$ cat src/rtl/west_feeder.sv
// west_feeder: buffers activation vectors in a FIFO and streams one tile onto in_west, then drains the skewed wavefront.
module west_feeder #(
  parameter int ROW   = 9,
  parameter int COL   = 16,
  parameter int DEPTH = 8,
  parameter int LEN_W = 16
) (
  input  logic                     i_clk,
  input  logic                     i_rst_n,
  input  logic                     i_start,
  input  logic [LEN_W-1:0]         i_len,
  input  logic                     s_valid,
  output logic                     s_ready,
  input  logic [ROW*8-1:0]         s_data,
  output logic [ROW*9-1:0]         o_west,
  output logic                     o_busy,
  output logic                     o_done,
  output logic [$clog2(DEPTH):0]   o_fifo_cnt
);
  localparam int AW = $clog2(DEPTH);
  localparam int CW = AW + 1;
  localparam int DW = $clog2(ROW + COL);
  localparam logic [DW-1:0] DRAIN_LEN = DW'(ROW + COL - 1);
  typedef enum logic [1:0] {IDLE, STREAM, DRAIN, DONE} state_t;
  state_t state, nxt;
  logic [ROW*8-1:0] mem [DEPTH];
  logic [AW-1:0] wp, rp;
  logic [LEN_W-1:0] rem;
  logic [DW-1:0] dcnt;
  logic [ROW*9-1:0] lanes;
  logic push, pop;
  assign s_ready = o_fifo_cnt != CW'(DEPTH);
  assign push = s_valid & s_ready;
  assign pop = state == STREAM && o_fifo_cnt != '0;
  for (genvar r = 0; r < ROW; r++) begin : g_lane
    assign lanes[(ROW-r)*9-1 -: 9] = {1'b1, mem[rp][(ROW-r)*8-1 -: 8]};
  end
  always_ff @(posedge i_clk) begin
    if (push) mem[wp] <= s_data;
  end
  always_ff @(posedge i_clk or negedge i_rst_n) begin
    if (!i_rst_n) state <= IDLE;
    else state <= nxt;
  end
  always_comb begin
    nxt = state;
    case (state)
      IDLE:    if (i_start) nxt = (i_len != '0) ? STREAM : DONE;
      STREAM:  if (pop && rem == LEN_W'(1)) nxt = DRAIN;
      DRAIN:   if (dcnt == '0) nxt = DONE;
      default: nxt = IDLE;
    endcase
  end
  always_comb begin
    o_busy = state == STREAM || state == DRAIN;
    o_done = state == DONE;
  end
  // the drain counter is reloaded on every STREAM cycle so it is full on entry to DRAIN
  always_ff @(posedge i_clk or negedge i_rst_n) begin
    if (!i_rst_n) begin
      wp <= '0;
      rp <= '0;
      o_fifo_cnt <= '0;
      rem <= '0;
      dcnt <= '0;
      o_west <= '0;
    end else begin
      wp <= wp + AW'(push);
      rp <= rp + AW'(pop);
      o_fifo_cnt <= o_fifo_cnt + CW'(push) - CW'(pop);
      rem <= (state == IDLE && i_start) ? i_len : rem - LEN_W'(pop);
      dcnt <= (state == STREAM) ? DRAIN_LEN : dcnt - DW'(state == DRAIN && dcnt != '0);
      o_west <= pop ? lanes : '0;
    end
  end
endmodule

$ cat config.mk
export PLATFORM = sky130hd
export DESIGN_NAME = west_feeder
export DESIGN_NICKNAME = d
export VERILOG_FILES = /design/src/rtl/west_feeder.sv
export SDC_FILE = /design/constraint.sdc
export NUM_CORES = 1
export LEC_CHECK = 0
export ABC_CLOCK_PERIOD_IN_PS = 16020
export BUFFER_PORTS_ARGS = -buffer_cell sky130_fd_sc_hd__buf_2
export CAP_MARGIN = 20
export CORE_AREA = 2 2 256 258
export CTS_CLUSTER_SIZE = 20
export DETAILED_ROUTE_END_ITERATION = 16
export DIE_AREA = 0 0 258 260
export GPL_TIMING_DRIVEN = 0
export PLACE_DENSITY_LB_ADDON = 0.25
export SYNTH_ARGS = -nofsm -noshare
export SYNTH_HDL_FRONTEND = slang
export SYNTH_SLANG_ARGS = --single-unit
$ cat constraint.sdc
create_clock -name i_clk -period 16.02 [get_ports i_clk]
set_clock_uncertainty 0.05 [all_clocks]
set_input_delay 2.403 -clock i_clk [delete_from_list [all_inputs] [get_ports i_clk]]
set_output_delay 2.403 -clock i_clk [all_outputs]
set_load 0.05 [all_outputs]
==> results.py <==
metrics = {
    "synthesis": {
        "syn_inst": 1185,
        "yosys.area.top_type_share_pct": 67.8,
        "yosys_warnings": 0,
        "avgSynthCellArea_um2": 21.5,
        "synthesis.nets": 1297,
        "synth_seq_cells": 682,
        "synth_edf_count": 576,
        "ys_seq_area_share_pct": 78.2,
        "netlist_area_um2": 25500,
        "synthFlopType": "edfxtp_1",
        "synth-async-reset-ratio_pct": 15.5,
        "synthTopCellsByArea": "edfxtp_1 (68%), mux4_2 (13%), dfrtp_1 (10%)",
        "yosysMostFrequentCell": "edfxtp_1",
        "synthTopCellsByCount": "edfxtp_1 (576), mux4_2 (144), dfrtp_1 (106), nor2_1 (94), mux2i_1 (74)",
        "synth_cell_type_count": 40,
        "yosys.area.top_type": "edfxtp_1",
    },
    "floorplan": {
        "chipWidth_um": 258,
        "coreArea_um2": 64100,
        "io_pins": 180,
        "std_cell_rows": 93,
        "die_h_um": 260,
        "initial_core_util_pct": 39.8,
        "die-area_um2": 67100,
    },
    "status": {
        "outcome": "completed",
    },
    "detailed_routing": {
        "wl_per_cell_um": 23.0,
        "num_vias": 12244,
        "postRouteAntennaNets": 0,
        "wl_mm": 54.9,
        "drc": 0,
        "firstDrtPassIters": 5,
        "drt_iter0_drc": 848,
        "via_per_inst": 5.12,
    },
    "critical_path": {
        "path_max_fanout": 3,
        "start_kind": "flip-flop",
        "crit_arrival_ns": 1.62,
        "endpoint_kind": "output port",
        "critical_path_class": "reg -> out",
        "r2r_start": "o_fifo_cnt[1]",
        "critPathLaunch": "state[0]",
        "worstPathRequired_ns": 13.57,
    },
    "placed_design": {
        "dpl.cell_count": 2256,
        "dp_hpwl_mm": 35.0,
        "gp_congestion": 0.787,
        "portBuffers": 179,
        "place_area_um2": 28200,
        "place_ws_ns": 11.46,
    },
    "clock_network": {
        "cts_tree": "built",
        "cts_made_buffers": 73,
        "cts.reportedPaths.clkPinSlew_ns": 0.06,
        "clock_latency_ns": 0.60,
        "clockBufferDepth": 3,
        "cts-root-buf": "clkbuf_16",
        "clkSinkCount": 682,
        "h-tree-depth": 3,
        "cts_setup_buffers": 0,
        "holdBufCountCts": 0,
        "cts-resized-gates": 0,
    },
    "sta": {
        "rsz0062_at_grt": "false",
        "fin_ws_ns": 11.95,
        "min_period_ns": 4.07,
        "maxSlewViolCount": 0,
        "setup_viol_count_final": 0,
        "relSlewSlack_pct": 35.7,
        "fmax_ghz": 0.246,
        "finalHoldViolCount": 0,
        "worst_pin_slew_ns": 0.965,
        "final.setup.tns_ns": 0,
        "finalCritPeriodShare_pct": 25.4,
    },
    "power_and_ir_drop": {
        "sequentialPowerShare_pct": 40.3,
        "clkPwrFrac_pct": 27.7,
        "power.switching_mw": 1.93,
        "design_power_total_mw": 5.87,
        "swShare_pct": 32.9,
        "p_leak_nw": 10.7,
        "vdd_drop_max_v": 0.0000958,
        "internal-power_mw": 3.94,
        "p_comb_share_pct": 32.0,
        "power_density_nw_per_um2": 193,
    },
    "finish": {
        "multi_input_area_um2": 5280,
        "fillers": 5279,
        "fin_nets": 1588,
        "final_layout_size_suffix_gt1_share_pct": 32.7,
        "syn_to_final_growth_pct": 19.5,
        "seqCellArea_um2": 19900,
        "fin_area_um2": 30500,
        "final_cells": 2392,
    },
    "grt": {
        "antenna_found_initial": 12,
        "grt_pass1_vias": 12962,
        "grt_max_degree": 60,
        "grt_pass1_wl_mm": 82.4,
        "grt_util_all_layers_pct": 16.7,
        "overflow": 0,
    },
    "min_path": {
        "hp-class": "reg -> reg",
        "min-delay-start": "rp[0]",
    },
    "run": {
        "maxCapViolations": 0,
    },
}
==> through the flow <==
step           hold WS (ns)  util, %
6_report              0.463     47.6
5_1_grt               0.473     47.6
4_1_cts               0.465     47.6
3_5_place_dp          0.455     43.9
3_3_place_gp          0.431     42.9
2_1_floorplan         0.423        -
==> flip-flops by register name, indices dropped and copies added (netlist names) <==
register and count:
wp 3, o_fifo_cnt 4, o_west 73, dcnt 5, state 2, rem 16
mem 576, rp 3
==> layout make-up <==
class	instances	share of cell area, %
clock inverter	20	0.619
clock buffer	114	7.00
buffer	58	0.927
tap	855	3.51
timing repair buffer	216	5.03
antenna	2	0.0164
sequential	682	65.4
inverter	16	0.197
multi-input combinational	429	17.3
==> routing by layer <==
metal  up-vias  global-route usage (%)  wire length (um)
met3        78                    3.67              3320
met4        18                    4.66               979
li1       5337                       -                 -
met1      6494                    22.5             23600
met5         -                       0               118
met2       317                    27.5             26900
==> cell usage in the layout, fill, tap and decap left out, types with 3 or more instances in the layout <==
cell and n:
clkbuf_16 76, nor4_1 5, xor2_1 9, clkinv_2 4, mux2i_1 74, buf_4 12, buf_16 7, buf_12 12
o21bai_1 4, buf_2 197, a21oi_1 5, nor2_1 88, nor2_4 6, buf_6 18, clkinv_1 8, mux4_2 144
bufinv_16 3, edfxtp_1 576, xnor2_1 9, clkbuf_8 9, o21ai_1 11, clkbuf_1 53, nand2_1 23, inv_1 16
dfrtp_1 106, buf_1 4, ha_1 19
==> final timing paths <==
check / to / slack, ns / depth (start not counted)
max in group asynchronous: o_west[34] / 13.42 / 2
max: o_busy / 11.95 / 3
max reg2reg: o_fifo_cnt[2] / 12.31 / 11
min in group asynchronous: rem[1] / 1.76 / 1
min reg2reg: rp[0] / 0.46 / 1
min: rp[0] / 0.46 / 1
==> cell families (layout without fill, tap and decap cells) <==
family	after synthesis	after routing	share of synthesized area (%)
mux	218	218	15.6
xor+xnor	18	18	0.618
buf+inv	74	424	1.34
other cells	0	2	0
flops	682	682	78.2
simple gates	146	146	2.61
fa+ha+maj	20	20	1.01
compound gates	27	27	0.632
==> critical path, stage by stage, from the launching register on <==
cell     delay [ns]
dfrtp_1        0.37
inv_1          0.09
ha_1           0.29
buf_2          0.26
==> power by group through the flow <==
stage	Sequential, mW	Combinational [mW]	Clock, mW
finish	2.37	1.88	1.62
global route	2.40	2.03	1.73
CTS	2.37	1.93	1.66
detailed placement	2.41	1.93	0
global placement	2.46	1.83	0
floorplan	2.77	0.960	0
Power figures use the tool's default switching activity.
